`config.mk`:
```
export PLATFORM = sky130hd
export DESIGN_NAME = aes_enc_round_sequencer
export DESIGN_NICKNAME = d
export VERILOG_FILES = /design/src/rtl/aes_enc_pkg.sv /design/src/rtl/aes_enc_round_sequencer.sv
export SDC_FILE = /design/constraint.sdc
export NUM_CORES = 1
export LEC_CHECK = 0
export CAP_MARGIN = 30
export CELL_PAD_IN_SITES_DETAIL_PLACEMENT = 0
export CELL_PAD_IN_SITES_GLOBAL_PLACEMENT = 1
export CORE_AREA = 2 2 254 256
export CTS_CLUSTER_DIAMETER = 30
export DETAILED_ROUTE_END_ITERATION = 8
export DIE_AREA = 0 0 256 258
export GPL_ROUTABILITY_DRIVEN = 0
export PLACE_DENSITY_LB_ADDON = 0.1
export SLEW_MARGIN = 20
export SYNTH_ARGS = -nofsm -noshare
export SYNTH_HDL_FRONTEND = slang
export SYNTH_SLANG_ARGS = --single-unit
```
`constraint.sdc`:
```
create_clock -name Clk -period 3.5 [get_ports Clk]
set_input_delay 0.875 -clock Clk [delete_from_list [all_inputs] [get_ports Clk]]
set_output_delay 0.875 -clock Clk [all_outputs]
set_load 0.01 [all_outputs]
```
`src/rtl/aes_enc_pkg.sv`:
```
// Shared types and constants for the AES-128 encryption round sequencer.
//   NR_AES128 : number of AES-128 rounds (round keys 0..NR_AES128)
//   BLOCK_W   : block / round-key width in bits
//   round_t   : round / key index, wide enough for 0..NR_AES128
//   seq_state_e : sequencer FSM states
package aes_enc_pkg;

  localparam int unsigned NR_AES128 = 10;
  localparam int unsigned BLOCK_W   = 128;

  typedef logic [3:0] round_t;

  typedef enum logic [2:0] {
    StIdle,
    StKey,
    StRtStart,
    StRtWait,
    StDone
  } seq_state_e;

endpackage

```
`src/rtl/aes_enc_round_sequencer.sv`:
```
// Sequences one AES-128 block through the encryption key schedule: initial AddRoundKey on the
// plaintext, then for rounds 1..NR an external round transform followed by AddRoundKey.
// Ports:
//   Clk, Rst            clock; synchronous active-low reset
//   In_Valid/In_Ready   plaintext handshake, Plaintext block
//   Key_Req/Key_Idx     round-key request (held until Key_Valid), Round_Key returned
//   Rt_Start/Rt_Last    one-cycle start pulse to the round transform; Rt_Last = final round
//   Rt_Out              state sent to the transform, Rt_Done/Rt_In its result
//   Out_Valid/Out_Ready ciphertext handshake, Ciphertext block
module aes_enc_round_sequencer
  import aes_enc_pkg::*;
#(
  parameter int unsigned NR = NR_AES128,
  parameter int unsigned W  = BLOCK_W
) (
  input  logic         Clk,
  input  logic         Rst,
  input  logic         In_Valid,
  output logic         In_Ready,
  input  logic [W-1:0] Plaintext,
  output logic         Key_Req,
  output logic [3:0]   Key_Idx,
  input  logic         Key_Valid,
  input  logic [W-1:0] Round_Key,
  output logic         Rt_Start,
  output logic         Rt_Last,
  output logic [W-1:0] Rt_Out,
  input  logic         Rt_Done,
  input  logic [W-1:0] Rt_In,
  output logic         Out_Valid,
  input  logic         Out_Ready,
  output logic [W-1:0] Ciphertext
);

  localparam round_t LastRound = round_t'(NR);

  seq_state_e   fsm_q, fsm_d;
  round_t       round_q, round_d;
  logic [W-1:0] state_q, state_d;

  always_ff @(posedge Clk) begin
    if (!Rst) begin
      fsm_q   <= StIdle;
      round_q <= '0;
      state_q <= '0;
    end else begin
      fsm_q   <= fsm_d;
      round_q <= round_d;
      state_q <= state_d;
    end
  end

  always_comb begin
    fsm_d   = fsm_q;
    round_d = round_q;
    state_d = state_q;
    unique case (fsm_q)
      StIdle: begin
        if (In_Valid) begin
          state_d = Plaintext;
          round_d = '0;
          fsm_d   = StKey;
        end
      end
      StKey: begin
        if (Key_Valid) begin
          state_d = state_q ^ Round_Key;
          // The key for round NR closes the block; no transform follows it.
          if (round_q == LastRound) begin
            fsm_d = StDone;
          end else begin
            round_d = round_q + round_t'(1);
            fsm_d   = StRtStart;
          end
        end
      end
      StRtStart: begin
        fsm_d = StRtWait;
      end
      StRtWait: begin
        if (Rt_Done) begin
          state_d = Rt_In;
          fsm_d   = StKey;
        end
      end
      StDone: begin
        if (Out_Ready) begin
          fsm_d = StIdle;
        end
      end
      default: begin
        fsm_d = StIdle;
      end
    endcase
  end

  assign In_Ready   = (fsm_q == StIdle);
  assign Key_Req    = (fsm_q == StKey);
  assign Key_Idx    = round_q;
  assign Rt_Start   = (fsm_q == StRtStart);
  // round_q was already advanced on leaving StKey, so it names the round being transformed.
  assign Rt_Last    = (fsm_q == StRtStart) && (round_q == LastRound);
  assign Rt_Out     = state_q;
  assign Out_Valid  = (fsm_q == StDone);
  assign Ciphertext = state_q;

endmodule

```
# Yosys cells after proc, flatten, opt, wreduce, memory -nomap -nowiden
# Index checks and enable logic that the tools add are counted.
# classes
bitwise_logic	1
addsub	1
reduce_logical	7
n_mux	14
eq_ne	10
# ops
op	n
2-to-1 mux 128 bit	3
one-hot mux 128 bit (3 select lines)	1
XOR 128 bit	1
2-to-1 mux 3 bit	5
one-hot mux 3 bit (5 select lines)	1
2-to-1 mux 4 bit	3
AND reduction 4 bit	3
one-hot mux 4 bit (2 select lines)	1
equality test 3 x 2 -> 1 bit (second input constant)	2
!= test 2 bit (second input constant)	3
adder 4 x 1 -> 4 bit (second input constant)	1
equality test 4 bit (second input constant)	1
!= test 2 x 1 -> 1 bit (second input constant)	2
equality test 3 x 1 -> 1 bit (second input constant)	1
equality test 3 bit (second input constant)	1
zero test 3 bit	1
nonzero test 3 bit	1
nonzero test 2 bit	1
logical AND 1 bit	1
# totals
inputBits	390
regBits	135

# Longest topological paths before layout
# Gate-level depths: netlist (run 1).
# depth
depth_word	4
depth_mapped	9
mapped_depth_nobuf	6

# Worst setup path after synthesis (run 1)
# Ideal clock, no wire load.
# synth_timing
path_type	register -> output
from	register fsm_q[1]
to	output port Rt_Last
path_buffers	3
setup_slack_ns	1.103
stages_incl_launch_ff	5
arrival_ns	1.522
cell_sequence	dfxtp_1 -> buf_2 -> clkbuf_1 -> clkbuf_1 -> nor4b_1
# synth_between
elab_chain_cells	2
# synth_lines
item	line	rtl
start: declaration	aes_enc_round_sequencer.sv:37	seq_state_e fsm_q, fsm_d;
start signal: assignment	aes_enc_round_sequencer.sv:43	fsm_q <= StIdle;
start signal: assignment	aes_enc_round_sequencer.sv:47	fsm_q <= fsm_d;
equality test 3 x 2 -> 1 bit	aes_enc_round_sequencer.sv:102	assign Rt_Last = (fsm_q == StRtStart) && (round_q == LastRound);
logical AND 1 bit	aes_enc_round_sequencer.sv:102	
end: declaration	aes_enc_round_sequencer.sv:26	output logic Rt_Last,
# Every way passes these cells.

# Worst setup path in the final report (run 1)
# layout_timing
from	register round_q[1], in the netlist Key_Idx[1]
to	output port Rt_Last
# layout_between
elab_chain_cells	2
# layout_lines
item	line	rtl
start: declaration	aes_enc_round_sequencer.sv:38	round_t round_q, round_d;
start signal: assignment	aes_enc_round_sequencer.sv:48	round_q <= round_d;
equality test 4 bit	aes_enc_round_sequencer.sv:102	
logical AND 1 bit	aes_enc_round_sequencer.sv:102	
# Every way passes these cells.

==> results.md, run 1 <==
* Antenna viol nets, final at 0
* # clock sinks at 135
* Synth area leader: dfxtp_1
* DR pass1 iterations at 5
* Num CTS Buffers at 17
* Port Buffers at 654
* Max-cap violation count at 0
* FP Rows at 93
* PwrDens at 373.3 mW/mm^2
* Final Hold Fails at 0
* Final core occ at 0.2600
* Final WL at 56.11 mm
* Max_slew headroom at 0.4270
* Vias at 11415
* Die area at 0.06605 mm^2
* Hold crit path type: reg2reg
* Crit Reg-Reg Endpoint: Ciphertext[20]$_SDFFE_PN0P_
* Outcome: finished clean
* # setup viols final at 0
* Worst-Margin Slew at roughly 860 ps
* IO Count at around 660
* Initial antenna violation count at 16
* H-tree levels at 4
* Worst VDD drop at 0.3753 mV
* Clock root buffer: clkbuf_16
* Clk Latency, worst-skew pair at ~480 ps
* Area Overhead vs Synth at 73.09%
* Warnings, synthesis at 0
* Setup Skew at 13.09 ps
* Syn Nets at 1716
* Slew Limit Fails at 0
* Unrepaired setup endpoints after global routing: false
* Hold path depth at 2
* Tmin final at between 3000 and 4000 ps
* Fmax at 0.3163 GHz
* Worst Setup End Kind: output port
* Share of layout cells above drive strength 1 at 0.04749
* LEAKAGE at 5.486 nW
* Cells after Synth at 1324
* Post-route clock period utilization at 0.9032
* Vias per inst at between 4 and 5
* DRC errors left at 0
* Worst r2r src: fsm_q[0]$_SDFFE_PN0P_
* GRT Overall Usage at 0.1639
* Length in cells of the worst reg-to-reg path at 6
* Mean Syn Cell Area at 7.221 um^2
* Sequential area share after synthesis at 0.2827
* CTS clock-pin slew for the worst setup and hold paths at roughly 70 ps
* Worst EP required at 2620 ps
* Mapped Area at 0.009560 mm^2
* Grt total ovfl at 0
* Arrival time at the worst endpoint at 2290 ps
* Area fraction of the dominant cell type after synthesis at 0.2827
* Max Fanout on Critical Path at 5
* Initial drt markers at 508
* Clock tree buffer depth at 2
* Worst hold endpoint: Ciphertext[85]$_SDFFE_PN0P_
* First-pass GRT wire length at 79.95 mm
* Top cells by area, synth: dfxtp_1 28%, buf_4 11%, nand3b_1 10%
* Setup Total Neg Slack at 0 ps
* Total Power at 6.177 mW
* Crit path kind: reg2out
* R2R setup slack at 1180 ps
* Filler cells at 6909
* Critical path startpoint category: flop
* #FFs+latches synth at between 100 and 150
* Synth unique cells at 38
* Largest net degree at the start of global routing at 130
* Die Ht at 258 um
* # nets final at 2169
* Starting Density at 0.1502
* TritonCTS clock tree: yes
* Wire per inst at 21.15 um
* Die width at 256 um
* Vias in the first global route at about 12000
* Core area at roughly 0.064 mm^2
* DPL Wire Length at 39.78 mm
* Hold Crit Start: Ciphertext[85]$_SDFFE_PN0P_
## cells by family after synthesis
logic type	share of synthesized area
and+or+nand+nor	0.2856
AOI/OAI and AO/OA	0.2641
adders and majority gates	0.002617
buffers and inverters	0.1650
DFF	0.2827
## repair_timing
item | CTS | global route
buffers inserted | 0 | 0
hold buffers | 0 | 0
resized for setup | 0 | 1
endpoints found under the setup margin | 0 | 1
## cell usage in the layout, fill, tap and decap left out, types with 2 or more instances in the layout
cell type / n
nor4_1: 2
nor3_1: 3
clkinvlp_4: 3
clkdlybuf4s50_1: 654
a31o_1: 109
nor2b_1: 3
diode_2: 8
bufinv_16: 2
nand4_1: 2
nor2_1: 131
clkinv_2: 6
nand3_1: 129
a21boi_0: 12
a21oi_1: 118
buf_4: 16
inv_4: 2
clkbuf_16: 17
dfxtp_1: 134
ha_1: 2
and2_1: 2
a31o_2: 19
nand2_1: 133
nand3b_1: 129
inv_1: 3
buf_12: 9
o21ai_0: 131
## worst max path at each step
stage                            startpoint                          end  slack [ps]  depth (start not counted)
floorplan             fsm_q[1]$_SDFFE_PN0P_                      Rt_Last        1100                          4
CTS                 Key_Idx[0]$_SDFFE_PN0P_                      Rt_Last         100                          5
finish              Key_Idx[1]$_SDFFE_PN0P_                      Rt_Last         340                          4
global placement                  Key_Valid   Ciphertext[6]$_SDFFE_PN0P_         650                          7
global route        Key_Idx[0]$_SDFFE_PN0P_                      Rt_Last         170                          5
detailed placement                Key_Valid  Ciphertext[20]$_SDFFE_PN0P_         610                          7
## synthesized netlist by cell type
library cell	instances
nand2b_1	1
buf_2	21
o22ai_1	1
buf_6	13
nor3b_1	1
o311ai_2	1
and2_1	2
or2_2	1
buf_8	1
dfxtp_1	135
nor2b_1	3
inv_1	4
o32ai_1	1
a31o_2	19
nand3b_1	129
a21boi_0	12
a311o_1	1
nor4_1	2
clkbuf_1	74
o21a_1	1
and4_1	1
o21ai_0	131
nand4_1	2
a21oi_1	118
a21bo_2	1
and2b_1	1
or3b_1	1
buf_1	2
nand3_1	129
a31o_1	109
nor2_1	131
clkinv_2	1
ha_1	2
o311ai_0	1
nor3_1	3
nor4b_1	1
buf_4	134
nand2_1	133
## registers in the layout (all words and copies together), names as in the netlist
signal / cells
fsm_q: 3
Ciphertext: 128
Key_Idx: 4
## metrics by stage
step / worst slack (ps) / hold slack (ps) / area [um^2] / instances
final: 338.7 / 505.4 / 16550 / 2653
after global routing: 173.6 / 532.9 / 16550 / 2652
after CTS: 104.8 / 510.4 / 16520 / 2645
after detailed placement: 614.8 / 499.2 / 15950 / 2613
after global placement: 651.9 / 489.0 / 15950 / 2613
after floorplan: 1103 / 505.7 / 9560 / 1324
## critical path: stages, from the launching register on
cell and delay [ps]:
dfxtp_1 430, ha_1 190, nand3b_1 140, nor4b_2 370, clkdlybuf4s50_1 670
## where the power goes
group	leakage [nW]	internal [mW]	switching, mW
clock	0.279	1.06	0.850
sequential	1.11	1.70	0.216
combinational	4.10	1.30	1.04
total	5.49	4.07	2.11
## layout make-up
cell class / count / area (um^2) / area share
Tap cell: 855 / 1070 / 0.06465
Inverter: 5 / 23.77 / 0.001437
Multi-Input combinational cell: 939 / 5309 / 0.3208
Antenna cell: 8 / 20.02 / 0.001210
Timing Repair Buffer: 679 / 6847 / 0.4137
Clock buffer: 19 / 442.9 / 0.02677
Sequential cell: 135 / 2706 / 0.1635
Clock inverter: 13 / 130.1 / 0.007863
## routing by layer
metal	wire, um	track usage	vias to the layer above
met5	107	0	-
met4	584	0.04711	16
met3	4185	0.05585	39
met2	28830	0.2920	414
met1	22400	0.1849	5460
li1	-	-	5486
Power figures use the tool's default switching activity.
==> inputs of run 2 (changes only) <==
--- a/config.mk
+++ b/config.mk
@@ -14,6 +14,7 @@
 export DIE_AREA = 0 0 256 258
 export GPL_ROUTABILITY_DRIVEN = 0
 export PLACE_DENSITY_LB_ADDON = 0.1
+export SETUP_SLACK_MARGIN = 0.3
 export SLEW_MARGIN = 20
 export SYNTH_ARGS = -nofsm -noshare
 export SYNTH_HDL_FRONTEND = slang
==> results.md, run 2 (same netlist as run 1, synthesis figures left out) <==
* TritonCTS clock tree: yes
* DR pass1 iterations at 5 (unchanged)
* Max reg flops at 128 (unchanged)
* Largest net degree at the start of global routing at 130 (unchanged)
* Clock tree buffer depth at 2 (unchanged)
* Die area at 0.06605 mm^2 (unchanged)
* Wire per inst at 21.20 um (+0.23%)
* Setup Skew at 11.31 ps (-1.785 ps)
* Vias per inst at 4.309 (+0.16%)
* Worst-Margin Slew at 865.1 ps (+5.627 ps)
* Setup Total Neg Slack at 0 ps (unchanged)
* Crit path buf inv count at 2 (+1)
* First-pass GRT wire length at 79.95 mm (unchanged)
* Post-route clock period utilization at 0.8715 (-0.03173)
* Vias at 11433 (+0.16%)
* Die Ht at 258 um (unchanged)
* Worst hold endpoint: Ciphertext[85]$_SDFFE_PN0P_
* Max Fanout on Critical Path at 10 (+5)
* Share of layout cells above drive strength 1 at 0.04749 (unchanged)
* R2R setup slack at 1170 ps (about the same)
* Worst Setup End Kind: output port
* Fmax at 0.3278 GHz (+3.6%)
* Clk Latency, worst-skew pair at 480 ps (about the same)
* Sw frac at 0.3415 (about the same)
* Initial drt markers at 522 (+2.8%)
* IO Count at 655 (unchanged)
* Area Overhead vs Synth at 73.08% (about the same)
* # setup viols final at 0 (unchanged)
* Grt total ovfl at 0 (unchanged)
* GRT Overall Usage at 0.1639 (about the same)
* Initial antenna violation count at 16 (unchanged)
* Num CTS Buffers at 17 (unchanged)
* Most frequent cells in the layout: 653 x clkdlybuf4s50_1, 134 x dfxtp_1, 133 x nand2_1
* Tmin final at 3050 ps (-111.1 ps)
* Core area at 0.06365 mm^2 (unchanged)
* Comb power frac at 0.381 (about the same)
* Port Buffers at 654 (unchanged)
* Commonest non-fill, non-tap cell in the layout: clkdlybuf4s50_1
* Hold Crit Start: Ciphertext[85]$_SDFFE_PN0P_
* Sequential Power Share at 0.311 (about the same)
* Largest stage delay, worst path at 640 ps (-30 ps)
* Critical path startpoint category: flop
* # nets final at 2169 (unchanged)
* Final WL at 56.24 mm (+0.23%)
* Final Hold Fails at 0 (unchanged)
* CP max stage cell: clkdlybuf4s50_1
* Cell family with most CP delay: buffers and inverters
* Max-cap violation count at 0 (unchanged)
* Clk pwr share at 0.308 (about the same)
* DRC errors left at 0 (unchanged)
* # clock sinks at 135 (unchanged)
* CTS clock-pin slew for the worst setup and hold paths at 70 ps (about the same)
* H-tree levels at 4 (unchanged)
* Outcome: finished clean
* Int Power at 4.067 mW (about the same)
* Worst VDD drop at 0.3735 mV (-0.49%)
* FP Rows at 93 (unchanged)
* Final core occ at 0.2600 (about the same)
* Die width at 256 um (unchanged)
* Starting Density at 0.1502 (unchanged)
* Unrepaired setup endpoints after global routing: false
* Crit Reg-Reg Endpoint: Ciphertext[97]$_SDFFE_PN0P_
* LEAKAGE at 5.491 nW (about the same)
* Vias in the first global route at 11620 (-0.13%)
* Hold path depth at 2 (unchanged)
* Hold crit path type: reg2reg
* Slew Limit Fails at 0 (unchanged)
* PwrDens at 373.2 mW/mm^2 (about the same)
* Max_slew headroom at 0.4232 (-0.003751)
* Length in cells of the worst reg-to-reg path at 6 (unchanged)
* Antenna viol nets, final at 0 (unchanged)
* Net switching power at 2.109 mW (about the same)
* DPL Wire Length at 39.78 mm (unchanged)
* Worst EP required at 2620 ps (about the same)
* Crit path kind: reg2out
* Arrival time at the worst endpoint at 2180 ps (-110 ps)
* Clock root buffer: clkbuf_16
* Total Power at 6.176 mW (about the same)
* Worst r2r src: fsm_q[0]$_SDFFE_PN0P_
* Worst hold slack at 505.4 ps (unchanged)
* CP Cell Sequence: or3b_4 -> inv_4 -> clkdlybuf4s50_1
-- run 2: changes by cell type in the layout (fill, tap and decap cells not counted) --
| cell | change |
|---|---|
| clkdlybuf4s50_1 | -1 |
| dlygate4sd2_1 | +1 |
-- run 2: cell type report --
cell class | count | area, um^2
well taps | 855 | 1070
clock buffers | 19 | 442.9
clock inverters | 13 | 130.1
inverters | 5 | 23.77
flip-flops and latches | 135 | 2706
multi-input cells | 939 | 5309
fillers | 6910 | 47100
repair buffers | 679 | 6845
diodes | 8 | 20.02
-- run 2: stage by stage --
step	cells	worst slack (ps)	cell area, um^2
final	2653	449.8	16550
after global routing	2652	325.1	16540
after CTS	2645	357.6	16530
after detailed placement	2613	614.8	15950
after global placement	2613	651.9	15950
after floorplan	1324	1103	9560
-- run 2: power groups by stage --
stage | registers, mW | logic (mW) | clock network (mW)
2_1_floorplan | 1.93 | 1.13 | 0
3_3_place_gp | 1.96 | 2.38 | 0
3_5_place_dp | 1.96 | 2.39 | 0
4_1_cts | 1.93 | 2.40 | 2.02
5_1_grt | 1.95 | 2.53 | 2.05
6_report | 1.92 | 2.35 | 1.90
-- run 2: worst min-delay path: stages, from the launching register on --
cell,delay (ps)
dfxtp_1,330
o21ai_0,70
a21oi_1,60
-- run 2: how the worst max path moves through the flow --
stage / start / end / slack, ps / cells past startpoint
CTS: fsm_q[0]$_SDFFE_PN0P_ / Key_Req / 360 / 3
detailed placement: Key_Valid / Ciphertext[20]$_SDFFE_PN0P_ / 610 / 7
finish: fsm_q[0]$_SDFFE_PN0P_ / Key_Req / 450 / 3
global route: fsm_q[1]$_SDFFE_PN0P_ / In_Ready / 330 / 3
floorplan: fsm_q[1]$_SDFFE_PN0P_ / Rt_Last / 1100 / 4
global placement: Key_Valid / Ciphertext[6]$_SDFFE_PN0P_ / 650 / 7
-- run 2: layer usage --
metal	part of all wire	global-route usage	wire, um
met5	0.0019	0	107
met4	0.011	0.04711	596
met3	0.075	0.05585	4202
met2	0.51	0.2914	28770
met1	0.40	0.1854	22570
-- run 2: timing repair --
item                                    CTS  global route
endpoints found under the hold margin     0             0
hold buffers                              0             0
endpoints found under the setup margin    1             0
setup buffers                             0             0
gates resized for setup                   2             0
